File: config.mk
export PLATFORM = sky130hd
export DESIGN_NAME = teste
export DESIGN_NICKNAME = d
export VERILOG_FILES = /design/src/rtl/teste.sv
export SDC_FILE = /design/constraint.sdc
export NUM_CORES = 1
export LEC_CHECK = 0
export CAP_MARGIN = 20
export CORE_AREA = 2 2 39 41
export CTS_CLUSTER_DIAMETER = 40
export DETAILED_ROUTE_END_ITERATION = 6
export DIE_AREA = 0 0 41 43
export GPL_TIMING_DRIVEN = 0
export SYNTH_ARGS = -nofsm -noshare
export SYNTH_HDL_FRONTEND = slang
export SYNTH_SLANG_ARGS = --single-unit
File: constraint.sdc
create_clock -name Clock -period 1.1 [get_ports Clock]
set_input_delay 0.11 -clock Clock [delete_from_list [all_inputs] [get_ports Clock]]
set_output_delay 0.11 -clock Clock [all_outputs]
set_load 0.005 [all_outputs]
File: src/rtl/teste.sv
// -----------------------------------------------------------------------------
// teste -- parameterised modulo step counter with registered output.
//
// Counts from START in increments of STEP, wrapping modulo MAX_COUNT+1, either
// up (UP=1) or down (UP=0). The count advances on every rising Clock edge
// while Reset is high; there is no enable.
//
// Optional feature macro: TESTE_GRAY_OUT_EN
//   defined   -> Out carries gray(cnt) = cnt ^ (cnt >> 1)
//   undefined -> Out carries the binary count
//
// Ports:
//   Clock  in   1  single clock, rising-edge active
//   Reset  in   1  asynchronous, active-low reset (loads START)
//   Out    out  4  registered count (binary or Gray), same edge as the count
//
// Parameters:
//   MAX_COUNT  1..15         highest count value
//   STEP       1..MAX_COUNT  increment per clock
//   START      0..MAX_COUNT  value loaded by reset
//   UP         0/1           direction (1 = up)
// -----------------------------------------------------------------------------
module teste #(
  parameter int MAX_COUNT = 15,
  parameter int STEP      = 1,
  parameter int START     = 0,
  parameter int UP        = 1
) (
  input  logic       Clock,
  input  logic       Reset,
  output logic [3:0] Out
);

  // Parameter legality: stop elaboration on any out-of-range value.
  if (MAX_COUNT < 1 || MAX_COUNT > 15) begin : g_bad_max
    $error("teste: MAX_COUNT=%0d outside legal range 1..15", MAX_COUNT);
  end
  if (STEP < 1 || STEP > MAX_COUNT) begin : g_bad_step
    $error("teste: STEP=%0d outside legal range 1..MAX_COUNT", STEP);
  end
  if (START < 0 || START > MAX_COUNT) begin : g_bad_start
    $error("teste: START=%0d outside legal range 0..MAX_COUNT", START);
  end
  if (UP != 0 && UP != 1) begin : g_bad_up
    $error("teste: UP=%0d must be 0 or 1", UP);
  end

  // Next-value arithmetic runs at 5 bits so cnt+STEP (up to 30) and
  // cnt+MAX_COUNT+1 (up to 31) never overflow before the wrap decision.
  localparam logic [4:0] L_MAX   = 5'(MAX_COUNT);
  localparam logic [4:0] L_MOD   = 5'(MAX_COUNT + 1);
  localparam logic [4:0] L_STEP  = 5'(STEP);
  localparam logic [3:0] L_START = 4'(START);

`ifdef TESTE_GRAY_OUT_EN
  localparam logic [3:0] L_RST_OUT = L_START ^ (L_START >> 1);
`else
  localparam logic [3:0] L_RST_OUT = L_START;
`endif

  logic [3:0] r_cnt;
  logic [3:0] r_out;
  logic [4:0] w_cnt5;
  logic [4:0] w_sum5;
  logic [3:0] w_next;
  logic [3:0] w_next_out;

  assign w_cnt5 = {1'b0, r_cnt};
  assign w_sum5 = w_cnt5 + L_STEP;

  // Wrap selection. Both branches stay inside 0..MAX_COUNT, so the low four
  // bits carry the full result and cnt can never exceed MAX_COUNT.
  always_comb begin
    w_next = '0;
    if (UP != 0) begin
      if (w_sum5 <= L_MAX) begin
        w_next = w_sum5[3:0];
      end else begin
        w_next = 4'(w_sum5 - L_MOD);
      end
    end else begin
      if (w_cnt5 >= L_STEP) begin
        w_next = 4'(w_cnt5 - L_STEP);
      end else begin
        w_next = 4'(w_cnt5 + L_MOD - L_STEP);
      end
    end
  end

  // Out is formed from the next count so it lands on the same edge as cnt
  // with no extra pipeline delay.
`ifdef TESTE_GRAY_OUT_EN
  assign w_next_out = w_next ^ (w_next >> 1);
`else
  assign w_next_out = w_next;
`endif

  always_ff @(posedge Clock or negedge Reset) begin
    if (!Reset) begin
      r_cnt <= L_START;
      r_out <= L_RST_OUT;
    end else begin
      r_cnt <= w_next;
      r_out <= w_next_out;
    end
  end

  assign Out = r_out;

endmodule

==> impl_metrics.env, run 1 <==
export IMPL_status="finished, final reports clean"
export IMPL_top_regs="r_cnt: 4 flops"
export IMPL_fmax_mhz=1020
export IMPL_crit_fanout=3
export IMPL_cts_buffer_depth=2
export IMPL_syn_nets=12
export IMPL_finalMaxSlewViolations=0
export IMPL_tightest_slew_ns=0.187
export IMPL_cp_startpoint="r_cnt[0]$_DFF_PN0_"
export IMPL_synth_avg_cell_area_um2=16.0
export IMPL_antenna_found_initial=0
export IMPL_slowest_delay_ns=0.36
export IMPL_hold_violations=0
export IMPL_ys_ff_latch=4
export IMPL_portBuffers=5
export IMPL_clk_pin_slew_ns=0.04
export IMPL_io_pins=6
export IMPL_setup_tns_ns=0
export IMPL_synth_top_cells_by_area="dfrtp_1 (70%), ha_1 (8.7%), nand3_2 (7.0%)"
export IMPL_yosysUniqueCellTypes=6
export IMPL_ant_nets=0
export IMPL_worst_slew_margin_rel_pct=87.5
export IMPL_grt_use_total_pct=4.81
export IMPL_drt_iter0_drc=0
export IMPL_gr_total_overflow=0
export IMPL_grt_pass1_wl_um=441
export IMPL_fin_worst_skew_ns=0.00106
export IMPL_syn_area_um2=144
export IMPL_fin_crit_sh_pct=89.4
export IMPL_path_buf_inv=1
export IMPL_final_min_clock_period_ns=0.983
export IMPL_wl_per_cell_um=8.36
export IMPL_largest_reg_flops=4
export IMPL_r2r_start="r_cnt[0]$_DFF_PN0_"
export IMPL_place_gp_congestion=0.423
export IMPL_core_area_um2=1380
export IMPL_vias_per_cell=3.08
export IMPL_post_place_ws_ns=0.0864
export IMPL_grt_max_degree=5
export IMPL_dp_hpwl_um=221
export IMPL_drive_above_1_share_pct=35.0
export IMPL_cts_sinks=4
export IMPL_path_cells="buf_4 > ha_1 > xor2_1"
export IMPL_yosysMostFrequentCell="dfrtp_1"
export IMPL_num_vias=111
export IMPL_numCtsBuffers=3
export IMPL_die_h_um=43
export IMPL_top_register="r_cnt"
export IMPL_die_area_um2=1760
export IMPL_clock_latency_ns=0.23
export IMPL_initial_utilization_pct=10.4
export IMPL_fp_row_count=14
export IMPL_critical_path_top_delay_family="flip-flops"
export IMPL_yosys_area_top_type="dfrtp_1"
export IMPL_cts_max_level=1
export IMPL_nets=25
export IMPL_synthCells=9
export IMPL_yosysTopAreaCellShare_pct=69.6
export IMPL_wl_um=301
export IMPL_startpoint_type="flop"
export IMPL_cap_violations=0
export IMPL_cp_required_ns=1.21
export IMPL_synth_async_reset_ratio_pct=100
export IMPL_drtPass1Iterations=1
export IMPL_setup_viol=0
export IMPL_grt_setup_unrepaired="false"
export IMPL_power_leakage_nw=0.141
export IMPL_fin_util_pct=18.4
export IMPL_crit_arrival_ns=1.09
export IMPL_synth_edf_count=0
export IMPL_areaGrowthSynthToFinish_pct=76.5
export IMPL_ir_drop_mv=0.191
export IMPL_yosysWarnings=0
export IMPL_path_class="reg -> reg"
export IMPL_yosysSeqAreaShare_pct=69.6
export IMPL_cts_root_buf="clkbuf_4"
export IMPL_cts_tree="done"
export IMPL_drcViolationCount=0
export IMPL_min_path_type="in -> async"
export IMPL_critPathSlowestCell="dfrtp_1"
export IMPL_diodes=0
export IMPL_fin_ws_ns=0.117
export IMPL_yosys_most_used_dff="dfrtp_1"
export IMPL_first_global_vias=120
export IMPL_cts_hold_buffers=0
export IMPL_end_kind="flop"
export IMPL_p_per_area_nw_per_um2=1300
export IMPL_die_w_um=41
## per-stage QoR
stage          cell area [um2]  instances  hold slack (ns)  total power [mW]
6_report                   254         36           0.0838             0.331
5_1_grt                    254         36           0.0992             0.341
4_1_cts                    254         36           0.0804             0.342
3_5_place_dp               214         30            0.328             0.156
3_3_place_gp               214         30            0.310             0.155
2_1_floorplan              144          9           -0.186             0.150
## layout make-up
cell class              count  area (um2)
clock buffers               3        22.5
fillers                   151        1130
flip-flops and latches      4         100
multi-input cells           4        40.0
well taps                  16        20.0
inverters                   1        3.75
repair buffers              8        67.6
## cell families (layout without fill, tap and decap cells)
logic type	Yosys count	count (layout)	share of synthesized area (%)
xor gates and xnor gates	2	2	12.2
adders and majority gates	1	1	8.69
buffers and inverters	1	12	2.61
DFF	4	4	69.6
and+or+nand+nor	1	1	6.96
## cells in the final DEF, fill, tap and decap left out
cell / count
clkbuf_4: 3
nand3_2: 1
dfrtp_1: 4
dlygate4sd2_1: 4
xnor2_1: 1
inv_1: 1
ha_1: 1
xor2_1: 1
buf_4: 3
clkdlybuf4s50_1: 1
## timing repair
| action | in CTS | in global routing |
|---|---|---|
| endpoints found under the setup margin | 4 | 0 |
| gates resized for setup | 4 | 0 |
| buffers inserted | 3 | 0 |
| endpoints found under the hold margin | 0 | 0 |
## path summary, 6_finish.rpt
check / to / slack [ns] / cells past startpoint
min in group Clock: r_cnt[3]$_DFF_PN0_ / 0.47 / 1
max in group asynchronous: r_cnt[1]$_DFF_PN0_ / 0.85 / 1
worst min register to register: r_cnt[3]$_DFF_PN0_ / 0.47 / 1
worst max-delay path: r_cnt[2]$_DFF_PN0_ / 0.12 / 3
worst min-delay path: r_cnt[3]$_DFF_PN0_ / 0.08 / 1
worst max register to register: r_cnt[2]$_DFF_PN0_ / 0.12 / 3
## report_power, final
part           internal [mW]  switching, mW  total [mW]
Sequential             0.148              0       0.148
Clock                  0.122         0.0555       0.177
Combinational        0.00316        0.00269     0.00584
Total                  0.273         0.0581       0.331
## routing by layer
| metal | vias to the layer above | global-route usage, % | wire length, um |
|---|---|---|---|
| met5 | - | 0 | 0 |
| met4 | 0 | 8.00 | 6 |
| met3 | 2 | 4.71 | 44 |
| met2 | 6 | 6.25 | 159 |
| met1 | 51 | 2.24 | 91 |
| li1 | 52 | - | - |
## worst register-to-register path, cell delays in order, from the launching register on
cell     delay, ns
dfrtp_1       0.36
buf_4         0.14
ha_1          0.20
xor2_1        0.16
Power figures use the tool's default switching activity.
==> run 2, diff against run 1 <==
Settings changed: PLACE_DENSITY_LB_ADDON set to 0.08.
==> run 2 against run 1 <==
Combinational power is 3% higher. Maximum frequency is 0.32% higher. Clock power is 7% higher. Die area stayed put. Worst hold slack worse by 0.0036 ns. Register-to-register slack hardly changed. Clock skew is 0.0036 ns higher. Design area is 3.0% higher. Critical endpoint is now Out[1]. Largest power group unchanged.
==> impl_metrics.env, run 2 (synthesized netlist as in run 1, its figures left out) <==
export IMPL_p_switching_uw=69.4
export IMPL_num_vias=111
export IMPL_startpoint_type="flop"
export IMPL_largest_reg_flops=4
export IMPL_combPwrFrac_pct=1.8
export IMPL_path_class="reg -> out"
export IMPL_antenna_found_initial=0
export IMPL_setup_viol=0
export IMPL_power_internal_uw=273
export IMPL_path_buf_inv=1
export IMPL_post_place_ws_ns=0.0624
export IMPL_grt_max_degree=5
export IMPL_end_kind="primary output"
export IMPL_status="finished, final reports clean"
export IMPL_fin_worst_skew_ns=0.00469
export IMPL_grt_pass1_wl_um=558
export IMPL_p_clk_share_pct=55.1
export IMPL_final_min_clock_period_ns=0.980
export IMPL_core_area_um2=1380
export IMPL_drcViolationCount=0
export IMPL_hold_violations=0
export IMPL_cts_sinks=4
export IMPL_top_regs="r_cnt: 4 flops"
export IMPL_portBuffers=5
export IMPL_worst_slew_margin_rel_pct=86.7
export IMPL_drive_above_1_share_pct=38.1
export IMPL_r2r_setup_slack_ns=0.13
export IMPL_ir_drop_mv=0.425
export IMPL_cts_max_level=1
export IMPL_die_area_um2=1760
export IMPL_crit_fanout=2
export IMPL_nets=26
export IMPL_die_h_um=43
export IMPL_slowest_delay_ns=0.37
export IMPL_cts_buffer_depth=2
export IMPL_cts_tree="done"
export IMPL_vias_per_cell=3.00
export IMPL_tightest_slew_ns=0.198
export IMPL_fillCellCount=152
export IMPL_gr_total_overflow=0
export IMPL_first_global_vias=137
export IMPL_drtPass1Iterations=2
export IMPL_cap_violations=0
export IMPL_wl_um=317
export IMPL_power_leakage_nw=0.146
export IMPL_final_cell_mix="dlygate4sd2_1 (4), dfrtp_1 (4), buf_4 (4), clkbuf_4 (3)"
export IMPL_cts_root_buf="clkbuf_4"
export IMPL_grt_use_total_pct=5.43
export IMPL_finalMaxSlewViolations=0
export IMPL_crit_arrival_ns=0.87
export IMPL_p_per_area_nw_per_um2=1310
export IMPL_switching_share_pct=20.2
export IMPL_die_w_um=41
export IMPL_r2r_cells=3
export IMPL_place_gp_congestion=0.580
export IMPL_min_path_type="in -> async"
export IMPL_drt_iter0_drc=2
export IMPL_fp_row_count=14
export IMPL_diodes=0
export IMPL_fin_crit_sh_pct=89.1
export IMPL_path_cells="dlygate4sd2_1"
export IMPL_critPathSlowestCell="dfrtp_1"
export IMPL_setup_tns_ns=0
export IMPL_whs_ns=0.0802
export IMPL_initial_utilization_pct=10.4
export IMPL_r2r_start="r_cnt[0]$_DFF_PN0_"
export IMPL_reg2reg_to="r_cnt[2]$_DFF_PN0_"
export IMPL_ant_nets=0
export IMPL_fmax_mhz=1020
export IMPL_numCtsBuffers=3
export IMPL_cts_hold_buffers=0
export IMPL_wl_per_cell_um=8.57
export IMPL_io_pins=6
export IMPL_critical_path_top_delay_family="flip-flops"
export IMPL_cp_required_ns=0.99
export IMPL_clk_pin_slew_ns=0.04
export IMPL_seq_power_share_pct=43.1
export IMPL_areaGrowthSynthToFinish_pct=81.7
export IMPL_fin_ws_ns=0.120
export IMPL_grt_setup_unrepaired="false"
export IMPL_top_register="r_cnt"
export IMPL_clock_latency_ns=0.24
## run 2: cell types whose count changed in the layout (fill, tap and decap cells not counted), sizes merged
cell	change
buf	+1
## run 2: repair_timing
| item | CTS | global route |
|---|---|---|
| endpoints found under the setup margin | 4 | 0 |
| gates resized for setup | 4 | 0 |
| buffers inserted | 4 | 0 |
## run 2: worst max path at each step
| stage | start | to | slack, ns | depth (start not counted) |
|---|---|---|---|---|
| CTS | r_cnt[1]$_DFF_PN0_ | Out[1] | 0.11 | 1 |
| global placement | r_cnt[0]$_DFF_PN0_ | Out[0] | 0.07 | 1 |
| finish | r_cnt[1]$_DFF_PN0_ | Out[1] | 0.12 | 1 |
| floorplan | r_cnt[0]$_DFF_PN0_ | r_cnt[2]$_DFF_PN0_ | 0.21 | 2 |
| global route | r_cnt[0]$_DFF_PN0_ | r_cnt[2]$_DFF_PN0_ | 0.08 | 3 |
| detailed placement | r_cnt[0]$_DFF_PN0_ | Out[0] | 0.06 | 1 |
## run 2: metrics by stage
stage               cells  area, um2  util, %  total power, mW
floorplan               9        144        -            0.150
global placement       30        214     15.5            0.156
detailed placement     30        214     15.5            0.156
CTS                    37        262     18.9            0.348
global route           37        262     18.9            0.356
finish                 37        262     18.9            0.343
## run 2: area by class of cell
cell class / count / area [um2] / area share [%]
Timing Repair Buffer: 9 / 75.1 / 28.7
Inverter: 1 / 3.75 / 1.44
Multi-Input combinational cell: 4 / 40.0 / 15.3
Tap cell: 16 / 20.0 / 7.66
Clock buffer: 3 / 22.5 / 8.61
Sequential cell: 4 / 100 / 38.3
## run 2: worst reg2reg max path: stages (launching register included)
cell,delay (ns)
dfrtp_1,0.37
buf_4,0.15
ha_1,0.20
xor2_1,0.15
## run 2: power by group through the flow
stage | Combinational, mW | Clock [mW] | Sequential, mW
after floorplan | 0.0000000291 | 0 | 0.150
after global placement | 0.00652 | 0 | 0.150
after detailed placement | 0.00639 | 0 | 0.150
after CTS | 0.00647 | 0.194 | 0.148
after global routing | 0.00731 | 0.201 | 0.148
final | 0.00603 | 0.189 | 0.148
## run 2: routing by layer
layer / share of wire, % / global-route usage (%) / vias up
met1: 49 / 6.77 / 50
met2: 37 / 5.31 / 5
met4: 0 / 6.00 / 0
li1: - / - / 56
met5: 0 / 0 / -
met3: 13 / 3.66 / 0
